==> src/rtl/pip_compositor.sv <==
// pip_compositor -- picture-in-picture frame compositor.
//
// Reads one background row and (for rows covered by the PIP) one PIP row from
// two show-ahead-less FIFOs (dout valid the cycle after rd_en), composites the
// row at one pixel per clock through a fixed 3-stage pipeline, then issues the
// row's burst write commands to the DRAM writer. Per-frame modes:
//   0 background only, 1 alpha blend, 2 chroma key, 3 opaque PIP.
//
// Build option: define PIP_COMPOSITOR_CHROMA_KEY_EN to enable chroma keying in
// MODE 2. When it is undefined MODE 2 is an alpha blend identical to MODE 1 and
// CHROMA_KEY / CHROMA_MASK are ignored.
//
// Ports:
//   CLK, RST_N           clock, asynchronous active-low reset
//   START                frame request (rising edge, honoured only when idle)
//   END, BUSY            end-of-frame pulse, frame-in-progress flag
//   PIP_X, PIP_Y         PIP top-left corner (clamped into the background)
//   ALPHA, MODE          PIP weight (255 = PIP only), composite mode
//   CHROMA_KEY/MASK      key colour and compare mask (chroma build only)
//   back_*, pip_*        FIFO data / pop / fill level for both streams
//   data_in, data_we     {strb, R, G, B, 8'hFF} pixel writes
//   ctrl_in, ctrl_we     {len, byte address} burst commands
module pip_compositor #(
  parameter int          BACK_WIDTH      = 1600,
  parameter int          BACK_HEIGHT     = 900,
  parameter int          PIP_WIDTH       = 640,
  parameter int          PIP_HEIGHT      = 480,
  parameter int          BURST_LEN       = 64,
  parameter logic [31:0] WRITE_BASE_ADDR = 32'h0,
  parameter int          CW              = 12
) (
  input  logic          CLK,
  input  logic          RST_N,
  input  logic          START,
  output logic          END,
  output logic          BUSY,
  input  logic [CW-1:0] PIP_X,
  input  logic [CW-1:0] PIP_Y,
  input  logic [7:0]    ALPHA,
  input  logic [1:0]    MODE,
  input  logic [23:0]   CHROMA_KEY,
  input  logic [23:0]   CHROMA_MASK,
  input  logic [31:0]   back_dout,
  output logic          back_rden,
  input  logic [CW-1:0] back_rdcnt,
  input  logic [31:0]   pip_dout,
  output logic          pip_rden,
  input  logic [CW-1:0] pip_rdcnt,
  output logic [35:0]   data_in,
  output logic          data_we,
  output logic [39:0]   ctrl_in,
  output logic          ctrl_we
);

  localparam logic [CW-1:0] BW     = CW'(BACK_WIDTH);
  localparam logic [CW-1:0] PW     = CW'(PIP_WIDTH);
  localparam logic [CW-1:0] PH     = CW'(PIP_HEIGHT);
  localparam logic [CW-1:0] X_LAST = CW'(BACK_WIDTH - 1);
  localparam logic [CW-1:0] Y_LAST = CW'(BACK_HEIGHT - 1);
  localparam logic [CW-1:0] X_MAX  = CW'(BACK_WIDTH - PIP_WIDTH);
  localparam logic [CW-1:0] Y_MAX  = CW'(BACK_HEIGHT - PIP_HEIGHT);
  localparam logic [CW-1:0] K_LAST = CW'(BACK_WIDTH / BURST_LEN - 1);
  localparam logic [7:0]    LEN    = 8'(BURST_LEN);
  localparam logic [31:0]   STEP   = 32'(BURST_LEN * 4);

  typedef enum logic [2:0] {
    S_IDLE, S_WAIT_ROW, S_STREAM, S_DRAIN, S_CMD, S_DONE
  } state_t;

  state_t state_reg, state_next;

  logic [1:0]    start_hist_reg;
  logic [CW-1:0] pip_x_reg, pip_y_reg;
  logic [7:0]    alpha_reg;
  logic [1:0]    mode_reg;
  logic [CW-1:0] x_reg, y_reg, k_reg;
  logic [1:0]    drain_reg;
  logic [31:0]   addr_reg;

  logic start_edge, row_in_pip, in_win, fifo_ready;

  assign start_edge = start_hist_reg[0] & ~start_hist_reg[1];
  assign row_in_pip = (y_reg >= pip_y_reg) && (y_reg < pip_y_reg + PH);
  assign in_win     = row_in_pip && (x_reg >= pip_x_reg) && (x_reg < pip_x_reg + PW);
  assign fifo_ready = (back_rdcnt >= BW) && (!row_in_pip || (pip_rdcnt >= PW));

  // ---------------- FSM ----------------
  always_ff @(posedge CLK or negedge RST_N) begin
    if (!RST_N) state_reg <= S_IDLE;
    else        state_reg <= state_next;
  end

  always_comb begin
    state_next = state_reg;
    back_rden  = 1'b0;
    pip_rden   = 1'b0;
    ctrl_we    = 1'b0;
    ctrl_in    = 40'h0;
    BUSY       = 1'b0;
    END        = 1'b0;
    case (state_reg)
      S_IDLE:     if (start_edge) state_next = S_WAIT_ROW;
      S_WAIT_ROW: begin
        BUSY = 1'b1;
        if (fifo_ready) state_next = S_STREAM;
      end
      S_STREAM: begin
        BUSY      = 1'b1;
        back_rden = 1'b1;
        pip_rden  = in_win;   // popped in MODE 0 too, keeps the PIP stream aligned
        if (x_reg == X_LAST) state_next = S_DRAIN;
      end
      S_DRAIN: begin
        BUSY = 1'b1;
        if (drain_reg == 2'd2) state_next = S_CMD;
      end
      S_CMD: begin
        BUSY    = 1'b1;
        ctrl_we = 1'b1;
        ctrl_in = {LEN, addr_reg};
        if (k_reg == K_LAST) state_next = (y_reg == Y_LAST) ? S_DONE : S_WAIT_ROW;
      end
      S_DONE: begin
        END        = 1'b1;
        state_next = S_IDLE;
      end
      default: state_next = S_IDLE;
    endcase
  end

  // ---------------- control counters and latched configuration ----------------
  always_ff @(posedge CLK or negedge RST_N) begin
    if (!RST_N) begin
      start_hist_reg <= 2'b00;
      pip_x_reg      <= '0;
      pip_y_reg      <= '0;
      alpha_reg      <= 8'h0;
      mode_reg       <= 2'd0;
      x_reg          <= '0;
      y_reg          <= '0;
      k_reg          <= '0;
      drain_reg      <= 2'd0;
      addr_reg       <= 32'h0;
    end else begin
      start_hist_reg <= {start_hist_reg[0], START};
      case (state_reg)
        S_IDLE: if (start_edge) begin
          pip_x_reg <= (PIP_X > X_MAX) ? X_MAX : PIP_X;
          pip_y_reg <= (PIP_Y > Y_MAX) ? Y_MAX : PIP_Y;
          alpha_reg <= ALPHA;
          mode_reg  <= MODE;
          y_reg     <= '0;
          addr_reg  <= WRITE_BASE_ADDR;
        end
        S_WAIT_ROW: x_reg <= '0;
        S_STREAM: begin
          x_reg     <= x_reg + 1'b1;
          drain_reg <= 2'd0;
        end
        S_DRAIN: begin
          drain_reg <= drain_reg + 1'b1;
          k_reg     <= '0;
        end
        S_CMD: begin
          // Rows are contiguous in memory, so one running address covers
          // every burst of the frame; wraps modulo 2^32.
          k_reg    <= k_reg + 1'b1;
          addr_reg <= addr_reg + STEP;
          if (k_reg == K_LAST) y_reg <= y_reg + 1'b1;
        end
        default: ;
      endcase
    end
  end

`ifdef PIP_COMPOSITOR_CHROMA_KEY_EN
  logic [23:0] key_reg, mask_reg;
  always_ff @(posedge CLK or negedge RST_N) begin
    if (!RST_N) begin
      key_reg  <= 24'h0;
      mask_reg <= 24'h0;
    end else if (state_reg == S_IDLE && start_edge) begin
      key_reg  <= CHROMA_KEY;
      mask_reg <= CHROMA_MASK;
    end
  end
`endif

  // ---------------- pixel pipeline ----------------
  // t: rden, t+1: FIFO data + stage-1 flags, t+2: products registered,
  // t+3: rounded pixel on data_in/data_we.
  logic        v1_reg, w1_reg, v2_reg, blend2_reg;
  logic [23:0] pix2_reg;
  logic [2:0][15:0] s2_reg;

  logic [23:0] back_rgb, pip_rgb, pix_sel, rgb_round;
  logic        blend_sel;
  logic [2:0][15:0] s_next, t_c, u_c;
  logic        unused_bits;

  assign back_rgb = back_dout[31:8];
  assign pip_rgb  = pip_dout[31:8];

`ifdef PIP_COMPOSITOR_CHROMA_KEY_EN
  logic key_match;
  assign key_match   = ((pip_rgb ^ key_reg) & mask_reg) == 24'h0;
  assign unused_bits = ^{back_dout[7:0], pip_dout[7:0]};
`else
  assign unused_bits = ^{back_dout[7:0], pip_dout[7:0], CHROMA_KEY, CHROMA_MASK};
`endif

  always_comb begin
    blend_sel = 1'b0;
    pix_sel   = back_rgb;
    if (w1_reg) begin
      case (mode_reg)
        2'd1: blend_sel = 1'b1;
`ifdef PIP_COMPOSITOR_CHROMA_KEY_EN
        2'd2: if (!key_match) pix_sel = pip_rgb;
`else
        2'd2: blend_sel = 1'b1;
`endif
        2'd3: pix_sel = pip_rgb;
        default: pix_sel = back_rgb;
      endcase
    end
  end

  // Per channel: s = p*A + b*(255-A) (max 65025), then the add-and-shift
  // below gives s/255 rounded to nearest without a divider.
  generate
    for (genvar gi = 0; gi < 3; gi++) begin : g_chan
      assign s_next[gi] = 16'(pip_rgb[8*gi +: 8]) * 16'(alpha_reg)
                        + 16'(back_rgb[8*gi +: 8]) * 16'(8'd255 - alpha_reg);
      assign t_c[gi] = s2_reg[gi] + 16'd128;
      assign u_c[gi] = t_c[gi] + {8'h00, t_c[gi][15:8]};
      assign rgb_round[8*gi +: 8] = 8'(u_c[gi] >> 8);
    end
  endgenerate

  always_ff @(posedge CLK or negedge RST_N) begin
    if (!RST_N) begin
      v1_reg     <= 1'b0;
      w1_reg     <= 1'b0;
      v2_reg     <= 1'b0;
      blend2_reg <= 1'b0;
      pix2_reg   <= 24'h0;
      s2_reg     <= '0;
      data_we    <= 1'b0;
      data_in    <= 36'h0;
    end else begin
      v1_reg     <= back_rden;
      w1_reg     <= pip_rden;
      v2_reg     <= v1_reg;
      blend2_reg <= blend_sel;
      pix2_reg   <= pix_sel;
      s2_reg     <= s_next;
      data_we    <= v2_reg;
      if (v2_reg) data_in <= {4'hF, (blend2_reg ? rgb_round : pix2_reg), 8'hFF};
    end
  end

endmodule
==> config.mk <==
export PLATFORM = sky130hd
export DESIGN_NAME = pip_compositor
export DESIGN_NICKNAME = d
export VERILOG_FILES = /design/src/rtl/pip_compositor.sv
export SDC_FILE = /design/constraint.sdc
export NUM_CORES = 1
export LEC_CHECK = 0
export ABC_CLOCK_PERIOD_IN_PS = 8300
export CAP_MARGIN = 0
export CORE_MARGIN = 2
export CORE_UTILIZATION = 52
export DETAILED_ROUTE_END_ITERATION = 12
export PLACE_DENSITY = 0.85
export SLEW_MARGIN = 20
export SYNTH_ARGS = -nofsm -noshare
export SYNTH_HDL_FRONTEND = slang
export SYNTH_SLANG_ARGS = --single-unit
==> constraint.sdc <==
create_clock -name CLK -period 8.3 [get_ports CLK]
set_clock_uncertainty 0.05 [all_clocks]
set_input_delay 1.245 -clock CLK [delete_from_list [all_inputs] [get_ports CLK]]
set_output_delay 1.245 -clock CLK [all_outputs]
set_load 0.01 [all_outputs]
==> metrics, run 1 <==
status complete, no violations; vias in the first global route 19480; Die W 217.5 um; Die H 217.5 um; dpl hpwl 43180 um; remaining global-route overflow 0; Area Growth Syn to Fin 12.47%; CP required 8700 ps; antenna violations before repair 2; # IOs 255; post-synth cell types 71; FFs w/ async S/R, synth 1.000; Iteration-0 DRC Markers 1107; TritonRoute pass-1 iters 5; Synth Register Bits 203; die area 47310 um2; Least-Margin Pin Slew 1079 ps; Crit Path Category input pin to flip-flop; fraction of layout cells with a size suffix above 1 0.03915; ys flop type dfrtp_1; critical path's most frequent cell fa_1; critical-path cell list clkdlybuf4s50_1, nand2_1, fa_1, fa_1, fa_1, inv_1, fa_1, fa_1, inv_1, fa_1, inv_1, ha_1, nand2_1, nand2_1, a311o_1, a311o_1, a31o_2, a21oi_1, xnor2_1; YS warnings 0; initial core utilization 0.5246; Avg Inst Size Synth 9.310 um2; GRT Overall Usage 0.2442; GR Util met2 0.4315; final WL 56470 um; Hold Crit Class flip-flop to flip-flop; Post-synth EDFFs 0; Fin Setup TNS 0 ps; first-pass GRT wire length 94480 um; fin crit period 6850 ps; number of hold buffers added after CTS 0; setup violators final 0; Root Driver clkbuf_16; Worst R2R End s2_reg[15]$_DFF_PN0_; WP depth 19; layer with the highest usage met2; Sink Count 203; Vias/cell 5.536; post-synthesis cell area 23700 um2; final slew viol count 0; H-tree Lvls 1; DR WL/cell 17.21 um; cell row count 78; IO Port Bufs 162; clock tree buffer depth 3; fin crit share 0.8253; RSZ-0062 raised after global routing no; clock slew seen by the registers of the worst setup and hold paths 60 ps; largest net degree at the start of global routing 84; number of flip-flops in the largest register 48; Worst Path Max Fanout 9; post-cts sizing count 0; DRC Markers 0; reg2reg path depth 19; most frequent cells in the layout 466 x inv_1, 287 x fa_1, 260 x ha_1; Antenna Nets Post-Route 0; Setup crit end kind flip-flop; CTS tree yes; commonest non-fill, non-tap cell in the layout inv_1; Slowest-stage cell, CP clkdlybuf4s50_1; WP buf/inv 4; Max Cap Viol 0; nets 3386; sequential element share of the synthesized area 0.2143; delay-heaviest family, CP adder cells; crit path DAT 7250 ps; GPL Wtd Cong 0.8809; diode count 0; Max Freq 146.0 MHz; timing endpoint of the critical path s2_reg[15]$_DFF_PN0_; Worst path max stage delay 800 ps; total CTS buffers 24; GR Layer Usage met1 0.3087; Hold Crit Depth 0; Hold Fails Final Rpt 0; worst r2r src alpha_reg[1]$_DFFE_PN0P_; Post-CTS Setup Bufs 0; CP Launch Type input pin; core footprint 45190 um2; CP startpoint pip_dout[12]; Relative slew margins 0.2809; Worst R2R Setup Slack 1670 ps; GR Util met3 0.03250; Synth Instances 2546; detailed-route via count 18170; later-pin clock latency in the skew report 540 ps
worst min path at each step:
stage,from,endpoint,slack (ps)
floorplan,v1_reg$_DFF_PN0_,v2_reg$_DFF_PN0_,280
global placement,start_hist_reg[0]$_DFF_PN0_,start_hist_reg[1]$_DFF_PN0_,320
detailed placement,start_hist_reg[0]$_DFF_PN0_,start_hist_reg[1]$_DFF_PN0_,320
CTS,start_hist_reg[0]$_DFF_PN0_,start_hist_reg[1]$_DFF_PN0_,330
global route,start_hist_reg[0]$_DFF_PN0_,start_hist_reg[1]$_DFF_PN0_,350
finish,start_hist_reg[0]$_DFF_PN0_,start_hist_reg[1]$_DFF_PN0_,330
through the flow:
stage | hold WS [ps] | setup WS [ps] | utilization | area, um2 | std cells
3_5_place_dp | 321.3 | 972.5 | 0.5707 | 25790 | 3240
4_1_cts | 333.2 | 1503 | 0.5900 | 26660 | 3282
3_3_place_gp | 315.1 | 1081 | 0.5707 | 25790 | 3240
5_1_grt | 346.5 | 1229 | 0.5900 | 26660 | 3282
2_1_floorplan | 281.2 | 1908 | - | 23770 | 2563
6_report | 331.8 | 1450 | 0.5900 | 26660 | 3282
cells by family after synthesis:
group           Yosys count  share of synthesized area
mux                      52                    0.02354
other cells               1                  0.0001582
compound gates          244                    0.06487
xor+xnor                105                    0.03880
flops                   203                     0.2143
buf+inv                 571                    0.09538
simple gates            823                     0.1833
fa+ha+maj               547                     0.3796
metal layers:
layer,routed length [um],vias up,part of all wire
met5,13,-,0.00023
met4,1765,2,0.031
met3,3866,130,0.068
met2,28060,683,0.50
met1,22770,9088,0.40
li1,-,8267,-
worst reg2reg max path: stages, from the launching register on:
cell	delay, ps
dfrtp_1	890
buf_4	490
nand2_1	140
fa_1	530
fa_1	450
fa_1	520
inv_1	50
fa_1	460
fa_1	550
inv_1	60
fa_1	520
inv_1	40
ha_1	340
nand2_1	120
nand2_1	60
a311o_1	360
a311o_1	350
a31o_2	240
a21oi_1	180
xnor2_1	150
final cells by class:
cell class / count / area, um2
well taps: 600 / 750.7
inverters: 467 / 1753
flip-flops and latches: 203 / 5082
multi-input cells: 1789 / 16430
clock inverters: 11 / 193.9
repair buffers: 181 / 1768
clock buffers: 31 / 678.2
fillers: 3644 / 18530
cell usage after synthesis, types with 4 or more instances:
cell type / n / area share
o31ai_1: 7 / 0.0022
a21o_1: 13 / 0.0041
and2_1: 107 / 0.028
a22o_1: 7 / 0.0026
nand2_1: 212 / 0.034
nor2_1: 95 / 0.015
buf_1: 13 / 0.0021
o21ai_0: 72 / 0.015
nor3_1: 23 / 0.0049
a211oi_1: 4 / 0.0013
o221ai_1: 8 / 0.0030
nor2b_1: 141 / 0.037
o211ai_1: 7 / 0.0022
nor4_1: 13 / 0.0034
and4_1: 5 / 0.0018
a21oi_1: 69 / 0.015
and3_1: 48 / 0.013
mux2i_1: 22 / 0.0093
nand4_1: 23 / 0.0061
inv_1: 466 / 0.074
nand2b_1: 74 / 0.020
ha_1: 260 / 0.14
nand3_1: 57 / 0.012
a31oi_1: 10 / 0.0026
mux2_2: 30 / 0.014
clkbuf_1: 61 / 0.0097
buf_4: 27 / 0.0086
o21a_1: 8 / 0.0025
fa_1: 287 / 0.24
or3_1: 7 / 0.0018
xor2_1: 36 / 0.013
xnor2_1: 69 / 0.025
dfrtp_1: 203 / 0.21
Power of run 1 is not shown: default switching activity piles up to over one toggle a cycle in this logic, so the estimate is an artifact.
==> run 2: changes to the inputs <==
- ABC_CLOCK_PERIOD_IN_PS: 8300 -> 5650
- PLACE_DENSITY: 0.85 -> 0.88
- clock period: 8.3 -> 5.65 ns (I/O delays scaled with it)
==> metrics, run 2 (synthesis results as in run 1) <==
GRT Overall Usage 0.2645; fin cells 3462; Fillers 3242; status complete, but fails checks; later-pin clock latency in the skew report 550 ps; fraction of layout cells with a size suffix above 1 0.1429; fin crit share 1.016; Least-Margin Pin Slew 907.8 ps; GPL Wtd Cong 0.9109; Post-DP Area 27130 um2; vias in the first global route 20740; initial core utilization 0.5246; final WL 65470 um; dpl hpwl 46190 um; failing checks setup timing; CP Launch Type flip-flop; CP required 6080 ps; Die W 217.5 um; clock tree buffer depth 3; Hold Fails Final Rpt 0; most frequent cells in the layout 454 x inv_1, 277 x fa_1, 243 x ha_1; clock slew seen by the registers of the worst setup and hold paths 70 ps; DRC Markers 0; fin crit period 5739 ps; Hold Crit Class input pin to async pin; Max Freq 174.2 MHz; Setup crit end kind flip-flop; remaining global-route overflow 0; Worst Path Max Fanout 17; Iteration-0 DRC Markers 1624; cell row count 78; setup violators final 5; Root Driver clkbuf_16; multi-input combinational cell area 17000 um2; largest net degree at the start of global routing 104; diode count 0; DR WL/cell 18.91 um; core footprint 45190 um2; crit path DAT 6170 ps; number of flip-flops in the largest register 48; number of hold buffers added after CTS 0; RSZ-0062 raised after global routing yes; H-tree Lvls 1; antenna violations before repair 2; commonest non-fill, non-tap cell in the layout inv_1; Relative slew margins 0.3871; Antenna Nets Post-Route 0; TritonRoute pass-1 iters 5; Worst Setup Slack, final -88.93 ps; Die H 217.5 um; Finished Core Util 0.6363; total CTS buffers 24; Final Instance Area 28750 um2; Sink Count 203; Reg area 5087 um2; Max Cap Viol 0; IO Port Bufs 162; nets 3564; # IOs 255; Area Growth Syn to Fin 21.30%; Crit Path Category flip-flop to flip-flop; Fin Hold WS 326.7 ps; Vias/cell 5.592; dpl cells 3383; die area 47310 um2; first-pass GRT wire length 101200 um; final slew viol count 0; CTS tree yes; detailed-route via count 19360
run 2: cell types whose count changed in the layout (fill, tap and decap cells not counted), sizes merged, moves of 10 or more:
cell,previous run,this run
clkbuf,32,48
clkdlybuf4s50,161,118
dlygate4sd2,0,18
clkdlybuf4s15,0,10
buf,19,197
run 2: worst paths after layout:
path,startpoint,end,slack (ps),cells past startpoint
setup / recovery,alpha_reg[1]$_DFFE_PN0P_,s2_reg[31]$_DFF_PN0_,-90,21
hold / removal,RST_N,addr_reg[17]$_DFFE_PN0P_,330,1
setup reg to reg,alpha_reg[1]$_DFFE_PN0P_,s2_reg[31]$_DFF_PN0_,-90,21
hold reg to reg,start_hist_reg[0]$_DFF_PN0_,start_hist_reg[1]$_DFF_PN0_,330,0
max in group asynchronous,RST_N,pix2_reg[1]$_DFF_PN0_,4160,2
min in group CLK,start_hist_reg[0]$_DFF_PN0_,start_hist_reg[1]$_DFF_PN0_,330,0
run 2: worst max-delay path, stage by stage (launching register included):
cell       delay, ps
dfrtp_1          410
buf_12           170
buf_4            140
buf_12           150
nand2b_1         160
fa_1             450
fa_1             490
inv_1             50
fa_1             520
fa_1             440
fa_1             520
inv_1             60
fa_1             540
inv_2             60
ha_4             220
or2_4            260
o311ai_4         100
nor3_2           110
nand4bb_1        230
a31o_2           270
a21oi_2          140
xnor2_1          120
run 2: through the flow:
step | setup TNS, ps | worst slack, ps
floorplan | -8.952 | -8.952
global route | -1293 | -241.7
CTS | -15.29 | -11.52
detailed placement | -15210 | -907.4
global placement | -12580 | -800.0
finish | -178.9 | -88.93
run 2: layout make-up:
class                           instances  area share
Timing Repair Buffer                  359      0.1159
Clock inverter                         10    0.003829
Sequential cell                       203      0.1769
Tap cell                              600     0.02611
Clock buffer                           34     0.02502
Multi-Input combinational cell       1789      0.5913
Inverter                              467     0.06097
run 2: repair_timing:
item	CTS	global route
setup buffers	3	28
pin swaps	28	75
resized for setup	94	121
gates cloned	1	4
endpoints found under the setup margin	17	13
run 2: routing by layer:
layer / global-route usage / wire, um / vias to the layer above
li1: - / - / 8618
met1: 0.3248 / 25100 / 9558
met2: 0.4748 / 32690 / 913
met3: 0.03919 / 4507 / 268
met4: 0.08927 / 3158 / 2
met5: 0 / 16 / -
Power of run 2 is left out for the same reason.
